### src/rtl/dram_pkg.sv
// rtl/dram_pkg.sv - shared DRAM read-path types: burst size codes and byte-lane mask helper
package dram_pkg;

  localparam int DATA_W = 64;

  typedef enum logic [1:0] {
    SZ_1B = 2'b00,
    SZ_2B = 2'b01,
    SZ_4B = 2'b10,
    SZ_8B = 2'b11
  } burst_size_t;

  // Bits of a 64-bit word that carry live bytes for a given burst size.
  function automatic logic [DATA_W-1:0] size_mask(input burst_size_t sz);
    logic [DATA_W-1:0] m;
    case (sz)
      SZ_1B:   m = 64'h0000_0000_0000_00FF;
      SZ_2B:   m = 64'h0000_0000_0000_FFFF;
      SZ_4B:   m = 64'h0000_0000_FFFF_FFFF;
      default: m = 64'hFFFF_FFFF_FFFF_FFFF;
    endcase
    return m;
  endfunction

endpackage

### src/rtl/dram_rdret_mem.sv
// rtl/dram_rdret_mem.sv - read-return entry storage: one write port, one asynchronous read port
module dram_rdret_mem #(
  parameter int DEPTH = 4,
  parameter int WIDTH = 66,
  parameter int AW    = 2
) (
  input  logic             clk,
  input  logic             we,
  input  logic [AW-1:0]    waddr,
  input  logic [WIDTH-1:0] wdata,
  input  logic [AW-1:0]    raddr,
  output logic [WIDTH-1:0] rdata
);

  logic [WIDTH-1:0] mem [DEPTH];

  // Entries need no reset: the owner never exposes a slot it has not written.
  always_ff @(posedge clk) begin
    if (we) begin
      mem[waddr] <= wdata;
    end
  end

  assign rdata = mem[raddr];

endmodule

### src/rtl/dram_read_return_queue.sv
// rtl/dram_read_return_queue.sv - DEPTH-entry read-return FIFO with byte masking; DRAM_RDRET_PARITY_EN adds per-entry parity
module dram_read_return_queue
  import dram_pkg::*;
#(
  parameter int DEPTH = 4
) (
  input  logic              clk,
  input  logic              n_rst,
  input  logic              in_valid,
  input  logic [DATA_W-1:0] in_data,
  input  logic [1:0]        in_size,
  output logic              out_valid,
  input  logic              out_ready,
  output logic [DATA_W-1:0] out_data,
  output logic [1:0]        out_size,
`ifdef DRAM_RDRET_PARITY_EN
  output logic              out_parity,
`endif
  output logic              full,
  output logic              empty,
  output logic              overflow,
  input  logic              clr_ovf
);

  localparam int AW = (DEPTH > 1) ? $clog2(DEPTH) : 1;
  localparam int CW = AW + 1;
`ifdef DRAM_RDRET_PARITY_EN
  localparam int ENTRY_W = DATA_W + 3;
`else
  localparam int ENTRY_W = DATA_W + 2;
`endif

  logic [AW-1:0]      wr_ptr, rd_ptr;
  logic [CW-1:0]      count;
  logic               push, pop, drop;
  logic [DATA_W-1:0]  masked_data;
  logic [ENTRY_W-1:0] wr_entry, rd_entry;

  assign full      = (count == CW'(DEPTH));
  assign empty     = (count == '0);
  assign out_valid = !empty;

  // A pop frees a slot this edge, so a push at full is still accepted.
  assign pop  = out_valid && out_ready;
  assign push = in_valid && (!full || pop);
  assign drop = in_valid && full && !pop;

  assign masked_data = in_data & size_mask(burst_size_t'(in_size));

`ifdef DRAM_RDRET_PARITY_EN
  assign wr_entry = {^masked_data, in_size, masked_data};
`else
  assign wr_entry = {in_size, masked_data};
`endif

  always_ff @(posedge clk or negedge n_rst) begin
    if (!n_rst) begin
      wr_ptr   <= '0;
      rd_ptr   <= '0;
      count    <= '0;
      overflow <= 1'b0;
    end else begin
      if (push) wr_ptr <= wr_ptr + AW'(1);
      if (pop)  rd_ptr <= rd_ptr + AW'(1);
      case ({push, pop})
        2'b10:   count <= count + CW'(1);
        2'b01:   count <= count - CW'(1);
        default: count <= count;
      endcase
      // A drop in the same cycle as a clear wins, so no loss goes unreported.
      overflow <= drop || (overflow && !clr_ovf);
    end
  end

  dram_rdret_mem #(
    .DEPTH (DEPTH),
    .WIDTH (ENTRY_W),
    .AW    (AW)
  ) u_mem (
    .clk   (clk),
    .we    (push),
    .waddr (wr_ptr),
    .wdata (wr_entry),
    .raddr (rd_ptr),
    .rdata (rd_entry)
  );

  // Head fields are forced to zero while empty, which also covers reset.
  assign out_data = empty ? '0 : rd_entry[DATA_W-1:0];
  assign out_size = empty ? 2'b00 : rd_entry[DATA_W+1:DATA_W];
`ifdef DRAM_RDRET_PARITY_EN
  assign out_parity = empty ? 1'b0 : rd_entry[DATA_W+2];
`endif

endmodule

### config.mk
export PLATFORM = sky130hd
export DESIGN_NAME = dram_read_return_queue
export DESIGN_NICKNAME = d
export VERILOG_FILES = /design/src/rtl/dram_pkg.sv /design/src/rtl/dram_rdret_mem.sv /design/src/rtl/dram_read_return_queue.sv
export SDC_FILE = /design/constraint.sdc
export NUM_CORES = 1
export LEC_CHECK = 0
export CAP_MARGIN = 20
export CORE_UTILIZATION = 27
export CTS_CLUSTER_DIAMETER = 120
export DETAILED_ROUTE_END_ITERATION = 16
export PLACE_DENSITY_LB_ADDON = 0.1
export SYNTH_ARGS = -nofsm -noshare
export SYNTH_HDL_FRONTEND = slang
export SYNTH_SLANG_ARGS = --single-unit
### constraint.sdc
create_clock -name clk -period 3.2 [get_ports clk]
set_input_delay 0.64 -clock clk [delete_from_list [all_inputs] [get_ports clk]]
set_output_delay 0.64 -clock clk [all_outputs]
set_load 0.02 [all_outputs]
### Word level (Yosys, flattened, before mapping)

Memories as Yosys holds them, arrays and structs flattened.
Cells that the tools add are included.

| operators by class | value |
|---|---|
| mux-type cells | 6 |
| equal/unequal tests | 5 |
| bitwise operators | 1 |
| reduce and logical (&&, ||, !) cells | 14 |
| add/sub/neg operators | 4 |

Operators by type and width:

| operator | number |
|---|---|
| $pmux 64 s3 | 1 |
| $and 64x64->64 | 1 |
| $mux 64 | 1 |
| $pmux 3 s2 | 1 |
| $logic_and 1x1->1 | 5 |
| $add 2x1->2 const B | 2 |
| $eq 2x1->1 const B | 2 |
| $eq 2x2->1 const B | 2 |
| $logic_not 1->1 | 4 |
| $add 3x1->3 const B | 1 |
| $eq 3x3->1 const B | 1 |
| $logic_not 3->1 | 1 |
| $sub 3x1->3 const B | 1 |
| $logic_not 2->1 | 1 |
| $logic_or 1x1->1 | 2 |
| $mux 1 | 2 |
| $mux 2 | 1 |
| $reduce_bool 2->1 | 1 |

| word-level totals | value |
|---|---|
| bits in writable memories | 264 |
| flip-flop bits (word level) | 8 |
| output and inout port bits | 70 |
| input bits | 71 |
| memories | 1 |

Memory list:

| name | words | width | read ports | clocked after Yosys merged registers in | write ports | RTL line | text |
|---|---|---|---|---|---|---|---|
| u_mem.mem | 4 | 66 | 1 | 0 | 1 | dram_rdret_mem.sv:15 | `logic [WIDTH-1:0] mem [DEPTH];` |

### Depth between registers and ports, before layout

Gate-level depths: netlist (run 1).

| depth | value |
|---|---|
| depth after elaboration | 7 |
| gate-level depth with buffers | 9 |
| gate-level depth less buffers | 6 |

### Hierarchy

A second synthesis (run 1) with hierarchy kept.

| second synthesis, totals | value |
|---|---|
| cells, all modules | 521 |
| area, all modules | 10819.1 um^2 |

By module, submodules not included:

| module | area each (um^2) | cells each | instances |
|---|---|---|---|
| dram_rdret_mem | 9549.2 | 348 | 1 |
| dram_read_return_queue | 1270.0 | 173 | 1 |

### Worst setup path after synthesis (run 1)

Ideal clock, no wire load.

| path | value |
|---|---|
| path kind | input-to-reg |
| start | input out_ready |
| end | memory u_mem.mem[2][0] (enable) |
| cell stages on the path | 4 |
| data required time | 2.769 ns |
| data arrival time | 2.799 ns |
| buffers on the path | 1 |
| path slack | -0.031 ns |
| cell sequence | buf_2 -> inv_1 -> a31oi_1 -> and2_1 |

| on the way | value |
|---|---|
| cells in the longest elaborated chain, start to end | 5 |

Ends and longest elaborated chain:

| item | RTL line | text |
|---|---|---|
| start, declared | dram_read_return_queue.sv:13 | `input logic out_ready,` |
| $logic_and 1x1->1 | dram_read_return_queue.sv:44 | `assign pop = out_valid && out_ready;` |
| $logic_or 1x1->1 | dram_read_return_queue.sv:45 | `assign push = in_valid && (!full \|\| pop);` |
| $logic_and 1x1->1 | dram_read_return_queue.sv:45 |  |
| $mux 1 | dram_rdret_mem.sv:19 | `if (we) begin` |
| $mux 1 (implied by the code) | dram_rdret_mem.sv:20 | `mem[waddr] <= wdata;` |
| end, declared | dram_rdret_mem.sv:15 |  |

Every way passes these cells.

### Worst setup path after layout (run 1)

| path | value |
|---|---|
| start | register count[2] |
| end | output empty |

| on the way | value |
|---|---|
| cells in the longest elaborated chain, start to end | 1 |

Ends and longest elaborated chain:

| item | RTL line | text |
|---|---|---|
| start, declared | dram_read_return_queue.sv:34 | `logic [CW-1:0] count;` |
| start signal, assigned | dram_read_return_queue.sv:66 | `2'b10: count <= count + CW'(1);` |
| start signal, assigned | dram_read_return_queue.sv:67 | `2'b01: count <= count - CW'(1);` |
| start signal, assigned | dram_read_return_queue.sv:68 | `default: count <= count;` |
| $logic_not 3->1 | dram_read_return_queue.sv:40 | `assign empty = (count == '0);` |
| end, declared | dram_read_return_queue.sv:20 | `output logic empty,` |

Every way passes these cells.

==> results.toml, run 1 <==
[floorplanning]
coreArea_sq_um = 39800
rows = 73
die_h_um = 203
die_w_um = 203
start_util = 0.274
io_pins = 141
dieArea_sq_um = 41300

[routing]
drt_iter0_drc = 258
routed_wl_mm = 26.9
drtPass1Iterations = 4
vias = 5610
post_drt_via_cell_ratio = 4.45
routedWlPerCell_um = 21.4
final_antenna_net_count = 0
drcViolationCount = 0

[setup_path]
r2r_slack_ns = 0.96
crit_chain = "or3_2, buf_12, inv_1, clkdlybuf4s50_1"
r2r-end = "count[1]$_DFFE_PN0P_"
reg2reg_from = "count[2]$_DFFE_PN0P_"
crit_type = "flip-flop to output port"
reg2reg_depth = 6
worstPathArrival_ns = 2.42
slowest_stage = "clkdlybuf4s50_1"
cp-start-kind = "flip-flop"
cpPeakStageDelay_ns = 0.59
required_ns = 2.56
worst-path-buf-inv = 3
crit_start = "count[2]$_DFFE_PN0P_"
worstPathMaxFanout = 49
endpoint_kind = "output port"
crit_family = "buffers and inverters"

[synthesis]
synth-async-reset-ratio = 0.0294
synthSimpleGateAreaFrac = 0.0785
synthMuxAreaShare = 0.138
synthXorXnorAreaFrac = 0.00401
yosys_warnings = 0
syn_avg_cell_area_sq_um = 20.2
seq_area_frac_synth = 0.744
synth_compound_area_frac = 0.00699
synthDistinctLibCells = 36
synth_seq_cells = 272
mappedNetlistArea_sq_um = 10900
synth_flop_cell = "edfxtp_1"
synth_edf_count = 264
syn_nets = 617
synthAdderAreaFrac = 0.00642
synth_top_family_by_area = "multiplexers"
syn-instance-count = 541

[clocking]
cts_tree = "built"
cts_hold_buf = 0
clkSinkCount = 272
path_clk_slew_ns = 0.06
htreeDepth = 1
clock_latency_ns = 0.57
root_buffer = "clkbuf_16"
clockBufferDepth = 3
cts_made_buffers = 30

[place]
io_buffer_count = 140
place_hpwl_mm = 15.6
dpl.cell_count = 1197
place_congestion = 0.669
dpl_cell_area_sq_um = 13200

[final_layout]
fin_area_sq_um = 14400
fin_cells = 1261
num_antenna_cells = 0
drive_above_1_share = 0.212
nFillCells = 3784
nets = 790
area_delta_synth_final_pct = 32.1

[grt]
antenna_found_initial = 0
grt_start_max_net_pins = 50
grt_overflow_total = 0
grt_first_pass_wirelength_mm = 40.3
grt_usage = 0.132
first_global_vias = 6393

[job]
maxCapViolations = 0

[power_and_ir_drop]
ir_drop_uv = 481
p_leak_nw = 5.41
total_power_mw = 14.1
power.density_nw_per_um2 = 975

[sta]
hold_violations = 0
setup_violations = 0
max_freq_mhz = 326
whs_ns = 0.396
worstMarginPinSlew_ns = 0.816
fin_crit_ns = 3.06
skew_ns = 0.0141
drv_slew = 0
max_slew_margin = 0.454
period_share = 0.957
rsz0062_at_grt = "false"

[status]
status = "completed"

[worst_hold_path]
hold_class = "primary input to async pin"
-- routing by layer --
layer / GRT usage / up-vias / part of all wire
met5: 0 / - / 0
met4: 0.0368 / 0 / 0.016
met3: 0.0242 / 29 / 0.040
met2: 0.231 / 124 / 0.50
met1: 0.168 / 2968 / 0.44
li1: - / 2489 / -
-- flip-flops by register name, summed over array words and instances (netlist names) --
name / count
u_mem.mem: 264
overflow: 1
count: 3
wr_ptr: 2
rd_ptr: 2
-- final cells by class --
class	count	area, sq um	share of cell area
Tap cell	525	657	0.0455
Clock buffer	34	766	0.0531
Clock inverter	20	233	0.0161
Sequential cell	272	8140	0.564
Inverter	8	30.0	0.00208
Multi-Input combinational cell	227	2570	0.178
Timing Repair Buffer	175	2040	0.141
-- worst max-delay path by stage --
stage	end	slack, ns	cells after the start
4_1_cts	out_data[4]	-0.15	4
2_1_floorplan	u_mem.mem[0][0]$_DFFE_PP_	0.68	4
5_1_grt	empty	0.05	4
6_report	empty	0.14	4
3_5_place_dp	out_data[1]	0.33	4
3_3_place_gp	out_data[1]	0.34	4
-- power breakdown --
part           leakage, nW  internal, mW  switching, mW
Clock                0.493          2.11           1.36
Sequential            2.56          4.70          0.194
Combinational         2.36          2.75           2.95
-- cell families (layout without fill, tap and decap cells) --
kind of cell             Yosys count  count (layout)
flip-flops                       272             272
AND/OR/NAND/NOR                  139             139
multiplexers                      68              68
buffers and inverters             42             237
AO/OA/AOI/OAI                     10              10
adder cells (fa/ha/maj)            5               5
XOR/XNOR                           5               5
-- synth_stat cells, types with 2 or more instances --
library cell  instances  area (sq um)
and2_1               87           544
and3_1               33           206
buf_1                 3          11.3
buf_12                3          60.1
buf_2                 8          40.0
buf_4                 2          15.0
buf_6                 2          22.5
clkbuf_1             16          60.1
dfrtp_1               8           200
edfxtp_1            264          7930
ha_1                  4          50.1
inv_1                 8          30.0
mux4_2               66          1490
nand2_1               2          7.51
nor2_1                3          11.3
nor2b_1               9          56.3
xnor2_1               4          35.0
-- cells in the final DEF (no fill, tap or decap), types with 2 or more instances in the layout --
master,instances
clkbuf_16,31
inv_1,8
buf_4,14
clkdlybuf4s50_1,73
nor2_1,3
and2_4,4
and3_1,33
clkinv_2,7
mux4_2,66
dlymetal6s2s_1,45
clkbuf_1,4
and2_1,83
nand2_1,2
dlygate4sd2_1,21
xnor2_1,4
buf_12,17
ha_1,4
clkinv_1,6
dfrtp_4,2
nor2b_1,9
bufinv_16,5
dfrtp_1,5
edfxtp_1,264
buf_16,3
-- per-stage QoR --
step	setup TNS (ns)	setup WS (ns)	utilization
after floorplan	0	0.676	-
after CTS	-4.21	-0.148	0.357
final	0	0.137	0.362
after global routing	0	0.0474	0.362
after detailed placement	0	0.332	0.330
after global placement	0	0.341	0.330
-- timing repair --
| item | CTS | global route |
|---|---|---|
| gates resized for setup | 24 | 49 |
| setup endpoints to repair | 67 | 46 |
| cloned | 1 | 1 |
| setup buffers | 1 | 7 |
Note: power is estimated with default switching activity, not from simulation.
==> inputs of run 2 (changes only) <==
Clock period 3.2 ns to 3.6 ns, I/O delays scaled along.
==> run 2 against run 1 <==
Effect of this change:
- final cell count decreased by 0.95%
- wire length decreased by 2.6%
- highest routed layer unchanged
- global-route usage shrank 0.29 points
- sequential power down 9.4%
- largest cell class unchanged
- flip-flop and latch count unchanged
- critical endpoint is now out_data[32]
- first-iteration DRC count shrank 14%
- final area fell by 2.9%
- clock power decreased by 15%
- clock skew about the same
- worst setup slack improved by 0.034 ns
- core utilization fell by 1.0 points
- largest power group unchanged
==> results.toml, run 2 (synthesis gave the netlist of run 1 again) <==
[setup_path]
reg2reg_depth = 6
endpoint_kind = "output port"
slowest_stage = "dfrtp_4"
crit_family = "buffers and inverters"
worstPathArrival_ns = 2.71
cp-start-kind = "flip-flop"
worst-path-stages = 4
cpPeakStageDelay_ns = 0.77
r2r_slack_ns = 1.25
reg2reg_from = "count[2]$_DFFE_PN0P_"
worstPathMaxFanout = 28
crit_start = "rd_ptr[1]$_DFFE_PN0N_"
crit_chain = "buf_4, mux4_2, and2_1, clkdlybuf4s50_1"
worst-path-buf-inv = 2
crit_type = "flip-flop to output port"
r2r-end = "count[1]$_DFFE_PN0P_"
cp-endpoint = "out_data[32]"
required_ns = 2.88

[routing]
final_antenna_net_count = 0
routedWlPerCell_um = 21.0
post_drt_via_cell_ratio = 4.47
drt_iter0_drc = 223
drcViolationCount = 0
vias = 5586
routed_wl_mm = 26.2
drtPass1Iterations = 4

[grt]
first_global_vias = 6358
grt_usage = 0.130
grt_start_max_net_pins = 50
grt_overflow_total = 0
grt_first_pass_wirelength_mm = 39.8
antenna_found_initial = 0

[power_and_ir_drop]
ir_drop_uv = 376
power.density_nw_per_um2 = 876
p_leak_nw = 4.72
total_power_mw = 12.3

[final_layout]
final_core_util = 0.352
area_delta_synth_final_pct = 28.3
regMostFlops = "u_mem.mem"
fin_area_sq_um = 14000
largest_reg_flops = 264
num_antenna_cells = 0
layout_common_cells = "edfxtp_1, clkdlybuf4s50_1, and2_1"
nets = 780
largestRegisters = "u_mem.mem x264, count x3"
final_common_cell = "edfxtp_1"
drive_above_1_share = 0.193

[clocking]
clkSinkCount = 272
htreeDepth = 1
path_clk_slew_ns = 0.06
clockBufferDepth = 3
clock_latency_ns = 0.56
root_buffer = "clkbuf_16"
cts_tree = "built"
cts_made_buffers = 31

[place]
place_congestion = 0.677
dp_slack_ns = 0.608
dpl_cell_area_sq_um = 13000
place_hpwl_mm = 15.5
io_buffer_count = 140

[sta]
period_share = 0.952
fin_crit_ns = 3.43
worstMarginPinSlew_ns = 0.944
rsz0062_at_grt = "false"
worst_slack_ns = 0.171
fin_tns_setup_ns = 0
drv_slew = 0
max_slew_margin = 0.371
max_freq_mhz = 292
skew_ns = 0.0145
hold_violations = 0
setup_violations = 0

[worst_hold_path]
hold_class = "flip-flop to flip-flop"

[floorplanning]
coreArea_sq_um = 39800
io_pins = 141
die_w_um = 203
rows = 73
start_util = 0.274
die_h_um = 203
dieArea_sq_um = 41300

[status]
status = "completed"

[job]
maxCapViolations = 0
## run 2: changes by cell type in the layout (fill, tap and decap cells not counted), moves of 2 or more
cell and delta:
buf_12 -9, dlygate4sd2_1 -21, clkbuf_1 +2, clkdlybuf4s50_1 +66
dlymetal6s2s_1 -45, bufinv_16 -2, buf_16 -3, buf_4 +2
## run 2: timing repair
action,CTS,global route
hold endpoints to repair,0,0
endpoints found under the setup margin,0,28
buffers inserted,0,4
hold buffers,0,0
resized for setup,0,0
## run 2: worst reg2reg max path, stage by stage, from the launching register on
cell	delay, ns
dfrtp_1	0.47
or3_2	0.50
buf_4	0.28
nand2_1	0.15
fa_1	0.45
a211oi_1	0.29
o21a_1	0.15
## run 2: worst min-delay path by stage
stage	startpoint	endpoint	slack, ns	depth (start not counted)
after floorplan	n_rst	count[0]$_DFFE_PN0P_	0.42	0
after global placement	overflow$_DFF_PN0_	overflow$_DFF_PN0_	0.47	1
after detailed placement	overflow$_DFF_PN0_	overflow$_DFF_PN0_	0.48	1
after CTS	n_rst	overflow$_DFF_PN0_	0.50	1
after global routing	n_rst	wr_ptr[1]$_DFFE_PN0P_	0.51	1
final	overflow$_DFF_PN0_	overflow$_DFF_PN0_	0.49	1
## run 2: report_power, final
| group | switching [mW] | total [mW] | internal [mW] |
|---|---|---|---|
| Combinational | 2.47 | 4.89 | 2.42 |
| Sequential | 0.256 | 4.43 | 4.18 |
| Clock | 1.18 | 2.95 | 1.77 |
| Total | 3.91 | 12.3 | 8.37 |
## run 2: routing by layer
metal,part of all wire,track usage
met4,0.018,0.0363
met2,0.48,0.212
met5,0,0
met3,0.042,0.0226
met1,0.46,0.176
## run 2: final cells by class
type	instances	area, sq um
inverter	8	30.0
sequential	272	8140
fill	3825	25800
tap	525	657
clock inverter	16	146
timing repair buffer	164	1680
multi-input combinational	227	2570
clock buffer	37	798
## run 2: through the flow
stage	std cells	hold slack, ns
2_1_floorplan	541	0.424
3_3_place_gp	1192	0.473
3_5_place_dp	1192	0.484
4_1_cts	1245	0.497
5_1_grt	1249	0.514
6_report	1249	0.489
==> inputs of run 3 (changes only) <==
Settings changed: ABC_CLOCK_PERIOD_IN_PS set to 3600, SYNTH_HIERARCHICAL set to 1.
==> run 3 against run 2 <==
Effect of this change:
- worst setup slack got worse by 0.020 ns
- clock power increased by 3%
- final cell count shrank 2.1%
- final area is 0.57% lower
- clock-buffer cell count is 2 lower
- register-to-register slack got worse by 0.28 ns
- clock skew fell by 0.0070 ns
- critical path type unchanged
- critical endpoint is now out_data[49]
- largest cell class unchanged
==> results.toml, run 3 <==
[clocking]
path_clk_slew_ns = 0.06
cts_resized = 0
htreeDepth = 1
clockBufferDepth = 3
cts_hold_buf = 0
cts_made_buffers = 30
root_buffer = "clkbuf_16"
clkSinkCount = 272
clock_latency_ns = 0.54
cts_tree = "built"
post_cts_buffers = 0

[final_layout]
nets = 755
regMostFlops = "u_mem/mem"
largest_reg_flops = 264
layout_common_cells = "edfxtp_1, clkdlybuf4s50_1, and2_1"
nFillCells = 3724
final_common_cell = "edfxtp_1"
final_core_util = 0.356
drive_above_1_share = 0.214
fin_area_sq_um = 13900
largestRegisters = "u_mem/mem x264, count x3"
area_delta_synth_final_pct = 28.7
num_antenna_cells = 0

[routing]
routed_wl_mm = 25.3
routedWlPerCell_um = 20.7
final_antenna_net_count = 0
drtPass1Iterations = 4
drcViolationCount = 0
post_drt_via_cell_ratio = 4.39
drt_iter0_drc = 247
vias = 5368

[setup_path]
crit_type = "flip-flop to output port"
worstPathArrival_ns = 2.73
reg2reg_depth = 9
required_ns = 2.88
crit_family = "simple AND/OR/NAND/NOR gates"
cp-start-kind = "flip-flop"
endpoint_kind = "output port"
worst-path-buf-inv = 2
r2r-end = "count[2]$_DFFE_PN0P_"
cpPeakStageDelay_ns = 0.69
slowest_stage = "or3_2"
worstPathMaxFanout = 58
reg2reg_from = "count[2]$_DFFE_PN0P_"
r2r_slack_ns = 0.97
crit_chain = "or3_2, buf_12, and2_1, clkdlybuf4s50_1"

[floorplanning]
rows = 72
die_h_um = 202
die_w_um = 202
io_pins = 141
start_util = 0.277
coreArea_sq_um = 39100
dieArea_sq_um = 40900

[synthesis]
synth_seq_cells = 272
synth_top_cell_by_area = "edfxtp_1"
seq_area_frac_synth = 0.751
synth_edf_count = 264
syn_nets = 594
mappedNetlistArea_sq_um = 10800
synthDistinctLibCells = 26
syn-instance-count = 521
syn_avg_cell_area_sq_um = 20.8
yosysMostFrequentCell = "edfxtp_1"
synth-async-reset-ratio = 0.0294
synth_flop_cell = "edfxtp_1"
yosys-top-cells-count = "edfxtp_1, and2_1, mux4_2"
yosys_warnings = 6
yosys.area.top_type_share = 0.733
synth.area.top_cells = "edfxtp_1, mux4_2, and2_1, and3_1, dfrtp_1"

[sta]
worstMarginPinSlew_ns = 0.945
period_share = 0.958
drv_slew = 0
max_slew_margin = 0.368
hold_violations = 0
rsz0062_at_grt = "false"
max_freq_mhz = 290
setup_violations = 0
whs_ns = 0.487
fin_crit_ns = 3.45
skew_ns = 0.00745
fin_tns_setup_ns = 0

[grt]
grt_overflow_total = 0
antenna_found_initial = 0
grt_first_pass_wirelength_mm = 37.8
grt_start_max_net_pins = 67
grt_usage = 0.123
first_global_vias = 6058

[power_and_ir_drop]
power.density_nw_per_um2 = 878
p_leak_nw = 4.69
ir_drop_uv = 398

[place]
dpl_cell_area_sq_um = 12900
place_congestion = 0.706
place_hpwl_mm = 14.5
io_buffer_count = 140

[worst_hold_path]
hold_class = "primary input to async pin"

[status]
status = "completed"

[job]
maxCapViolations = 0
## run 3: cell count changes after synthesis, moves of 3 or more
cell	delta
and2_1	-14
and2_4	+10
buf_1	-3
buf_12	-3
buf_6	+5
ha_1	-3
## run 3: through the flow
step / setup WS [ns] / cells / total power [mW]
2_1_floorplan: 0.593 / 521 / 7.28
3_3_place_gp: 0.624 / 1167 / 9.32
3_5_place_dp: 0.629 / 1167 / 9.37
4_1_cts: 0.0315 / 1222 / 12.5
5_1_grt: 0.0183 / 1223 / 12.9
6_report: 0.151 / 1223 / 12.2
## run 3: cell families (layout without fill, tap and decap cells)
group	count (synthesis)	count (layout)	synth area share
DFF	272	272	0.751
and+or+nand+nor	132	132	0.0789
muxes	67	67	0.138
buffers and inverters	38	222	0.0194
xor gates and xnor gates	7	7	0.00567
AOI/OAI and AO/OA	3	3	0.00347
adders and majority gates	2	2	0.00301
## run 3: how the worst max path moves through the flow
stage / start / endpoint / slack, ns / cells past startpoint
final: count[2]$_DFFE_PN0P_ / out_data[49] / 0.15 / 4
after global routing: rd_ptr[0]$_DFFE_PN0P_ / out_data[29] / 0.02 / 4
after CTS: rd_ptr[1]$_DFFE_PN0P_ / out_data[3] / 0.03 / 4
after detailed placement: rd_ptr[1]$_DFFE_PN0P_ / out_data[3] / 0.63 / 4
after global placement: rd_ptr[1]$_DFFE_PN0P_ / out_data[3] / 0.62 / 4
after floorplan: out_ready / u_mem/mem[0][0]$_DFFE_PP_ / 0.59 / 3
## run 3: final cells by class
type | count | area (sq um) | area share
Clock buffer | 35 | 791 | 0.0568
Multi-Input combinational cell | 211 | 2510 | 0.180
Tap cell | 518 | 648 | 0.0465
Inverter | 8 | 30.0 | 0.00216
Sequential cell | 272 | 8140 | 0.584
Timing Repair Buffer | 159 | 1620 | 0.116
Clock inverter | 20 | 198 | 0.0142
## run 3: per-layer routing
metal	global-route usage	vias up	part of all wire
met5	0	-	0
met4	0.0285	0	0.016
met3	0.0227	29	0.040
met2	0.219	96	0.52
met1	0.154	2847	0.43
li1	-	2396	-
## run 3: report_power, final
group | internal, mW | total, mW | switching [mW]
clock network | 1.84 | 3.04 | 1.20
registers | 4.18 | 4.42 | 0.236
logic | 2.38 | 4.77 | 2.38
total | 8.41 | 12.2 | 3.82
## run 3: worst register-to-register path, cell delays in order (launching register included)
cell,delay [ns]
dfrtp_1,0.40
or3_2,0.69
buf_12,0.30
and2_1,0.25
ha_1,0.21
inv_1,0.08
fa_1,0.18
xor2_1,0.16
nor2_1,0.08
xor2_1,0.15
